==> src/rtl/int_ctrl.sv <==
// int_ctrl: 4-line rising-edge interrupt controller, fixed priority (line 0 highest), maskable, vectored.
// Define IC_NESTING_EN to let a higher-priority line preempt a line already in service.
module int_ctrl #(
  parameter logic [9:0] VEC_BASE   = 10'd1000,
  parameter logic [9:0] VEC_STRIDE = 10'd4
) (
  input  logic       clk,
  input  logic       reset,
  input  logic [3:0] int_in,
  input  logic       mask_we,
  input  logic [3:0] mask_din,
  input  logic       irq_ack,
  input  logic       iret,
  output logic       irq,
  output logic [9:0] vector,
  output logic [3:0] pending,
  output logic [3:0] in_service,
  output logic [3:0] mask
);

  typedef enum logic [1:0] {IDLE, REQ, SERV} state_t;

  state_t     state;
  logic [3:0] int_q;
  logic [3:0] rise;
  logic [3:0] eligible;
  logic [3:0] isr_low;
  logic [1:0] id;
  logic [1:0] elig_id;
  logic       take;

  function automatic logic [1:0] first_set(input logic [3:0] v);
    logic [1:0] r;
    r = 2'd0;
    for (int i = 3; i >= 0; i--) begin
      if (v[i]) r = 2'(i);
    end
    return r;
  endfunction

  function automatic logic [9:0] vec_of(input logic [1:0] n);
    return VEC_BASE + VEC_STRIDE * {8'd0, n};
  endfunction

  assign rise     = int_in & ~int_q;
  assign eligible = pending & ~mask;
  assign elig_id  = first_set(eligible);
  // Highest-priority (lowest-index) bit currently in service.
  assign isr_low  = in_service & (~in_service + 4'd1);

`ifdef IC_NESTING_EN
  logic [1:0] isr_id;
  assign isr_id = first_set(in_service);
`endif

  always_comb begin
    take = 1'b0;
    if (eligible != 4'd0) begin
      if (state == IDLE) take = 1'b1;
`ifdef IC_NESTING_EN
      // A return in the same cycle is handled first; preemption is re-evaluated next cycle.
      else if (state == SERV && !iret && elig_id < isr_id) take = 1'b1;
`endif
    end
  end

  always_ff @(posedge clk) begin
    if (reset) begin
      state      <= IDLE;
      irq        <= 1'b0;
      vector     <= 10'd0;
      id         <= 2'd0;
      pending    <= 4'd0;
      in_service <= 4'd0;
      mask       <= 4'b1111;
      int_q      <= 4'd0;
    end else begin
      int_q   <= int_in;
      pending <= pending | rise;
      if (mask_we) mask <= mask_din;

      if (take) begin
        id     <= elig_id;
        vector <= vec_of(elig_id);
        irq    <= 1'b1;
        state  <= REQ;
      end else begin
        case (state)
          REQ: begin
            if (irq_ack) begin
              // A fresh edge on the acknowledged line re-arms it.
              pending    <= (pending & ~(4'b0001 << id)) | rise;
              in_service <= in_service | (4'b0001 << id);
              irq        <= 1'b0;
              state      <= SERV;
            end
          end
          SERV: begin
            if (iret) begin
              in_service <= in_service & ~isr_low;
              if ((in_service & ~isr_low) == 4'd0) state <= IDLE;
            end
          end
          default: ;
        endcase
      end
    end
  end

endmodule

==> config.mk <==
export PLATFORM = sky130hd
export DESIGN_NAME = int_ctrl
export DESIGN_NICKNAME = d
export VERILOG_FILES = /design/src/rtl/int_ctrl.sv
export SDC_FILE = /design/constraint.sdc
export NUM_CORES = 1
export LEC_CHECK = 0
export CORE_UTILIZATION = 45
export DETAILED_ROUTE_END_ITERATION = 12
export DONT_BUFFER_PORTS = 1
export REMOVE_ABC_BUFFERS = 1
export SLEW_MARGIN = 5
export SYNTH_ARGS = -nofsm -noshare
export SYNTH_HDL_FRONTEND = slang
export SYNTH_SLANG_ARGS = --single-unit
==> constraint.sdc <==
create_clock -name clk -period 2.5 [get_ports clk]
set_input_delay 0.5 -clock clk [delete_from_list [all_inputs] [get_ports clk]]
set_output_delay 0.5 -clock clk [all_outputs]
set_load 0.02 [all_outputs]
-- Word-level counts from Yosys, hierarchy flattened
Index checks and enable logic that the tools add are counted.
W data, S select, Z words.
- flip-flop bits (word level): 31
- output and inout bits: 23
- logic and storage cells: 66
- eq/ne operators: 8
- shift operators: 1
- bitwise operators: 14
- add/subtract/negate cells: 2
- multiplexer cells: 20
- reduce and logical (&&, ||, !) cells: 12
- operators with widths (kind ; count):
    $and A4 B4 Y4 ; 5
    $mux W4 ; 5
    $not A4 Y4 ; 5
    $mux W2 ; 7
    $or A4 B4 Y4 ; 3
    $reduce_and A4 Y1 ; 3
    $ne A3 B3 Y1 const B ; 3
    $pmux W4 S2 ; 1
    $add A6 B5 Y7 const A ; 1
    $mux W1 ; 6
    $ne A2 B2 Y1 const B ; 3
    $reduce_bool A2 Y1 ; 3
    $add A4 B1 Y4 const B ; 1
    $logic_not A4 Y1 ; 1
    $pmux W2 S2 ; 1
    $reduce_bool A4 Y1 ; 1
    $shl A1 B2 Y4 const A ; 1
    $reduce_bool A3 Y1 ; 1
    $eq A2 B1 Y1 const B ; 1
    $eq A2 B2 Y1 const B ; 1
    $logic_not A2 Y1 ; 1
    $reduce_and A2 Y1 ; 1
    $reduce_or A2 Y1 ; 1
    $not A1 Y1 ; 1

-- Logic depth before layout (Yosys ltp)
Gate-level depths: netlist (run 1).
- word-level depth: 10
- mapped depth: 7

-- Worst setup path after synthesis (run 1)
No wires, ideal clock.
- path type: register to register
- from: register state[0]
- to: register in_service[1]
- slack: 966 ps
- cell stages (with the launch flop): 7
- setup time: 119 ps
- path buffers: 0
- arrival: 1416 ps
- data required time: 2381 ps
- period minus slack after synthesis: 1534 ps
- cells stage by stage: dfxtp_1 inv_1 ha_1 nand2b_1 nand3_1 or3_1 o221a_1
- word-level cells in the longest chain between the ends: 5
- elaborated cells on any way between the ends: 11
- ends and longest elaborated chain (what ; RTL line ; RTL):
    from (decl) ; 23 ; state_t state;
    from (signal assigned) ; 69 ; state <= IDLE;
    from (signal assigned) ; 86 ; state <= REQ;
    from (signal assigned) ; 95 ; state <= SERV;
    $logic_not A2 Y1 ; 59 ; if (state == IDLE) take = 1'b1;
    $mux W1 ; 59 ;
    $mux W1 ; 58 ; if (eligible != 4'd0) begin
    $not A1 Y1 (no line) ; n/a ;
    $reduce_and A4 Y1 (no line) ; n/a ;
    to (signal assigned) ; 93 ; in_service <= in_service | (4'b0001 << id);
    to (signal assigned) ; 100 ; in_service <= in_service & ~isr_low;
    to (decl) ; 17 ; output logic [3:0] in_service,
Parallel ways exist; a longest one is shown, timed or not.
A chain may end at the register's enable or synchronous reset.

-- Worst setup path after layout (run 1)
- from: register mask[2]
- to: register in_service[3]
- word-level cells in the longest chain between the ends: 6
- ends and longest elaborated chain (what ; RTL line ; RTL):
    from (decl) ; 18 ; output logic [3:0] mask
    from (signal assigned) ; 80 ; if (mask_we) mask <= mask_din;
    $not A4 Y4 ; 46 ; assign eligible = pending & ~mask;
    $and A4 B4 Y4 ; 46 ;
    $reduce_bool A4 Y1 ; 58 ;
    $mux W1 ; 58 ;
    $not A1 Y1 (no line) ; n/a ;
    $reduce_and A4 Y1 (no line) ; n/a ;
Every way passes these cells.

==> results_dict.tcl, run 1 <==
set metrics [dict create \
    yosys.area.top_type "dfxtp_1" \
    ys_async_sr_fraction_pct 0 \
    core_um2 2255 \
    cp-startpoint "mask[2]" \
    ioPinCount 36 \
    h-tree-depth 1 \
    layout_setup_ws_ns 0.7176 \
    num_vias 811 \
    row_count 17 \
    multiInputGateArea_um2 550.5 \
    die_h_um 51.24 \
    yosysMostFrequentCell "dfxtp_1" \
    area_growth_pct 1.376 \
    hp-class "in -> reg" \
    port_buffers 0 \
    synth_top_area_share_pct 42.20 \
    ant_nets 0 \
    ff_latch_area_um2 460.4 \
    cts_buffers 3 \
    holdBufCountCts 0 \
    ys_ff_latch 23 \
    syn_area_um2 1091 \
    intPower_uw 495.9 \
    cts_sinks 23 \
    drive_above_1_share_pct 8.696 \
    hold_ws_ns 0.2214 \
    finalSetupViolations 0 \
    fillers 231 \
    preCtsSetupSlack_ns 0.7570 \
    cts_tree "built" \
    ys_top_cells_by_count "dfxtp_1, a21oi_1, nand2_1, nand2b_1" \
    post_cts.repair.setup_buffers 0 \
    p_sw_uw 232.2 \
    grt_usage_pct 17.89 \
    drc 0 \
    netlist_instances 119 \
    hpwlAfterDp_um 1557 \
    clock_skew_ns 0.01206 \
    ys_top_cells_by_area "dfxtp_1, nand2b_1, a21oi_1" \
    ys_warn_count 0 \
    cp-end-kind "flip-flop" \
    grt_pass1_vias 787 \
    hp-start "reset" \
    fin_tns_setup_ns 0 \
    synth-edff-count 0 \
    cts_resized 0 \
    fin_crit_sh_pct 71.29 \
    crit_arrival_ns 2.04 \
    power.density_nw_per_um2 658.3 \
    grt-ovfl-total 0 \
    routedWlPerCell_um 14.74 \
    tightest_slew_ns 0.5013 \
    worstSetupPathType "reg -> reg" \
    grt_max_degree 19 \
    seq_area_frac_synth_pct 42.20 \
    rsz0062_at_grt "no" \
    drt-pass1-iter-count 5 \
    fmax_mhz 561.1 \
    fin_util_pct 49.06 \
    leakage_nw 0.3911 \
    viasPerCell 5.671 \
    p_total_uw 728.1 \
    final_hold_viol_count 0 \
    combPwrFrac_pct 15.3 \
    irDropWorstVdd_mv 0.3498 \
    r2r-start "mask[2]" \
    drtIter0Drc 12 \
    worstSkewPairLatency_ns 0.32 \
    clk_path_buf_depth 2 \
    cts.clk_slew.worst_paths_ns 0.14 \
    die-area_um2 2626 \
    max_slew_margin_pct 66.48 \
    min_period_ns 1.782 \
    initial_utilization_pct 48.39 \
    startpoint_type "flip-flop" \
    synth_top_flop_cell "dfxtp_1" \
    clock_power_share_pct 25.1 \
    gp_congestion 0.8273 \
    worstPathRequired_ns 2.76 \
    max-cap-violations 0 \
    antenna_found_initial 0 \
    synth.avg_cell_area_um2 9.168 \
    maxSlewViolCount 0 \
    cp_max_fo 17 \
    synth_cell_types 36 \
    cts-root-buf "clkbuf_4" \
    wirelength_um 2108 \
    final_net_count 132 \
    seq_power_share_pct 59.6 \
    antenna_cells 0 \
    grt_pass1_wl_um 3491 \
    swShare_pct 31.89 \
    status "finished clean" \
    die_x_um 51.24 \
]
[sequential cells by signal, indices dropped and copies added (netlist names)]
register,cells
pending,4
irq,1
int_q,4
vector,3
mask,4
id,1
in_service,4
state,2
[critical path: stages, from the launching register on]
cell and delay, ns:
dfxtp_1 0.50, nand2b_2 0.22, a41oi_4 0.27, or4b_1 0.58, a21oi_1 0.15
[cell usage in the layout (no fill, tap or decap), types with 2 or more instances in the layout]
cell	n
a211oi_1	3
a21oi_1	9
clkbuf_4	3
conb_1	2
dfxtp_1	23
ha_1	3
inv_1	6
mux2i_1	4
nand2_1	8
nand2b_1	8
nand2b_2	4
nand3_1	4
nand4_1	2
nor2_1	4
nor2b_1	4
o21ai_0	4
o221a_1	2
o31ai_1	3
o41ai_1	2
or3_1	2
[routing by layer]
| layer | wire (um) | track usage, % | up-vias |
|---|---|---|---|
| li1 | - | - | 413 |
| met3 | 159 | 4.464 | 2 |
| met4 | 17 | 8.108 | 0 |
| met1 | 968 | 22.02 | 369 |
| met2 | 962 | 29.17 | 27 |
| met5 | 0 | 0 | - |
[cell families (layout without fill, tap and decap cells)]
kind of cell               count (synthesis)  count (layout)  share of synthesized area (%)
DFF                                       23              23                          42.20
muxes                                      4               4                          3.670
adders and majority gates                  3               3                          3.441
AOI/OAI and AO/OA                         30              30                          20.41
other                                      1               2                         0.3437
buffers and inverters                     16              11                          7.683
and+or+nand+nor                           42              42                          22.25
[power by group through the flow]
| stage | logic, mW | clock network (mW) | registers [mW] |
|---|---|---|---|
| after global routing | 0.125 | 0.207 | 0.439 |
| after global placement | 0.110 | 0 | 0.443 |
| after floorplan | 0.0814 | 0 | 0.448 |
| final | 0.111 | 0.183 | 0.434 |
| after detailed placement | 0.111 | 0 | 0.443 |
| after CTS | 0.112 | 0.193 | 0.434 |
[layout make-up]
type	instances	area share, %
Multi-Input combinational cell	81	49.77
Sequential cell	23	41.63
Tap cell	28	3.167
Clock buffer	3	2.036
Inverter	6	2.036
Clock inverter	1	0.6787
Timing Repair Buffer	1	0.6787
[per-stage QoR]
stage,cell area [um^2],instances
6_report,1106,143
5_1_grt,1106,143
4_1_cts,1106,143
3_5_place_dp,1076,139
3_3_place_gp,1076,139
2_1_floorplan,1033,110
[worst paths after layout]
check	slack, ns	endpoint	cells after the start
worst max-delay path	0.72	in_service[3]	4
worst min-delay path	0.22	pending[0]	1
worst max register to register	0.72	in_service[3]	4
worst min register to register	0.47	pending[3]	2
No activity file was read; power rests on OpenSTA's default activity.
==> inputs of run 2 (changes only) <==
clock period = 1.6 ns   (was 2.5 ns; I/O delays follow)
==> run 2 against run 1 <==
Against the previous run:
- the flow now finishes with violations (negative setup slack)
- maximum frequency up 11%
- worst hold slack worse by 0.17 ns
- via count up 13%
- sequential power up 49%
- utilization up 10 points
- first-iteration DRC count up 42%
- critical path depth up 1
- global-route usage up 2.6 points
- non-clock buffer count up 23
==> results_dict.tcl, run 2 (synthesis results as in run 1) <==
set metrics [dict create \
    crit_chain "inv_1 > ha_2 > nand4_1 > or4b_4 > a21oi_2" \
    fin_crit_sh_pct 100.3 \
    die_h_um 51.24 \
    worstPathRequired_ns 1.86 \
    viasPerCell 5.530 \
    fmax_mhz 623.4 \
    finalSetupViolations 1 \
    cts_buffers 3 \
    wl_met2_um 1099 \
    clock_skew_ns 0.002805 \
    clk_path_buf_depth 2 \
    power.density_nw_per_um2 910.6 \
    ant_nets 0 \
    die-area_um2 2626 \
    maxSlewViolCount 0 \
    grt_pass1_vias 875 \
    final_net_count 155 \
    cp-end-kind "flip-flop" \
    cts.clk_slew.worst_paths_ns 0.13 \
    drt-pass1-iter-count 4 \
    hpwlAfterDp_um 1801 \
    antenna_cells 0 \
    status "finished, violations left" \
    worstSetupPathType "reg -> reg" \
    seq_power_share_pct 53.0 \
    grt-ovfl-total 0 \
    cts_tree "built" \
    cts-root-buf "clkbuf_4" \
    p_sw_uw 379.9 \
    h-tree-depth 1 \
    leakage_nw 0.5208 \
    gp_congestion 0.7851 \
    port_buffers 0 \
    grt_usage_pct 20.47 \
    final_cell_mix "buf_4, dfxtp_1, nand2b_1, a21oi_1, nand2_1" \
    combPwrFrac_pct 24.5 \
    rsz0062_at_grt "yes" \
    max-cap-violations 0 \
    hp-class "in -> reg" \
    layout_setup_ws_ns -0.004228 \
    top_layer "met4" \
    ioPinCount 36 \
    area_growth_pct 22.36 \
    startpoint_type "flip-flop" \
    dr_wl_met3_um 151 \
    cpPeakStageDelay_ns 0.51 \
    initial_utilization_pct 48.39 \
    num_vias 918 \
    wirelength_um 2463 \
    core_um2 2255 \
    holdBufCountCts 0 \
    drtIter0Drc 17 \
    reg2regPathDepth 5 \
    intPower_uw 835.7 \
    min_period_ns 1.604 \
    hold_depth 1 \
    cp_max_fo 3 \
    irDropWorstVdd_mv 0.7285 \
    r2r_slack_ns -0.004 \
    clock_power_share_pct 22.5 \
    final_hold_viol_count 0 \
    p_total_mw 1.216 \
    slowest_stage "or4b_4" \
    drc 0 \
    antenna_found_initial 0 \
    violations "negative setup slack" \
    grt_pass1_wl_um 3946 \
    crit_arrival_ns 1.87 \
    swShare_pct 31.25 \
    routedWlPerCell_um 14.84 \
    layout_commonest_cell "buf_4" \
    drive_above_1_share_pct 31.88 \
    row_count 17 \
    cts_sinks 23 \
    preCtsSetupSlack_ns -0.02203 \
    die_x_um 51.24 \
    grt_max_degree 19 \
    worstSkewPairLatency_ns 0.31 \
    drt-met1-wl_um 1178 \
]
-- run 2: cell count changes in the layout (fill, tap and decap cells not counted), moves of 2 or more --
| cell | before | now |
|---|---|---|
| buf_4 | 1 | 23 |
| dfxtp_1 | 23 | 21 |
| dfxtp_4 | 0 | 2 |
| ha_1 | 3 | 1 |
-- run 2: path summary, 6_finish.rpt --
kind | from | end
max | state[1] | in_service[3]
min | reset | in_service[3]
max reg2reg | state[1] | in_service[3]
min reg2reg | int_q[0] | pending[0]
-- run 2: power by group through the flow --
stage | Combinational (mW) | Clock [mW] | Sequential (mW)
floorplan | 0.127 | 0 | 0.701
finish | 0.298 | 0.273 | 0.645
detailed placement | 0.261 | 0 | 0.657
global route | 0.322 | 0.302 | 0.651
global placement | 0.258 | 0 | 0.655
CTS | 0.263 | 0.277 | 0.645
-- run 2: repair_timing --
action                                  in CTS  in global routing
endpoints found under the setup margin       3                  3
pin swaps                                    0                  3
buffers inserted                             0                  5
resized for setup                            3                 14
-- run 2: critical path, delay by kind of cell (launching register included) --
family / cells / cell delay [ns]
flops: 1 / 0.38
buf+inv: 1 / 0.07
fa+ha+maj: 1 / 0.36
simple gates: 2 / 0.64
compound gates: 1 / 0.12
-- run 2: layer usage --
metal | up-vias | GRT usage, %
li1 | 457 | -
met1 | 431 | 25.59
met2 | 25 | 31.80
met3 | 5 | 6.250
met4 | 0 | 9.910
met5 | - | 0
-- run 2: layout make-up --
type                    instances  area [um^2]
clock buffers                   3        22.52
clock inverters                 1        5.005
fillers                       217        919.6
inverters                       6        22.52
multi-input cells              81        598.1
flip-flops and latches         23        467.9
well taps                      28        35.03
repair buffers                 24        183.9
-- run 2: per-stage QoR --
| stage | hold WS (ns) | TNS, ns | utilization [%] | instances | instance area (um^2) |
|---|---|---|---|---|---|
| after floorplan | 0.3891 | 0 | - | 110 | 1033 |
| after global placement | 0.3922 | 0 | 53.72 | 157 | 1211 |
| after detailed placement | 0.3937 | -0.03715 | 53.72 | 157 | 1211 |
| after CTS | 0.04570 | 0 | 55.16 | 161 | 1244 |
| after global routing | 0.02823 | -0.3411 | 59.21 | 166 | 1335 |
| final | 0.04686 | -0.004228 | 59.21 | 166 | 1335 |
==> inputs of run 3 (changes only) <==
CAP_MARGIN = 20   (was not set)
==> results of run 3 <==
Final layout, timing and power as in run 2 (identical DEF).
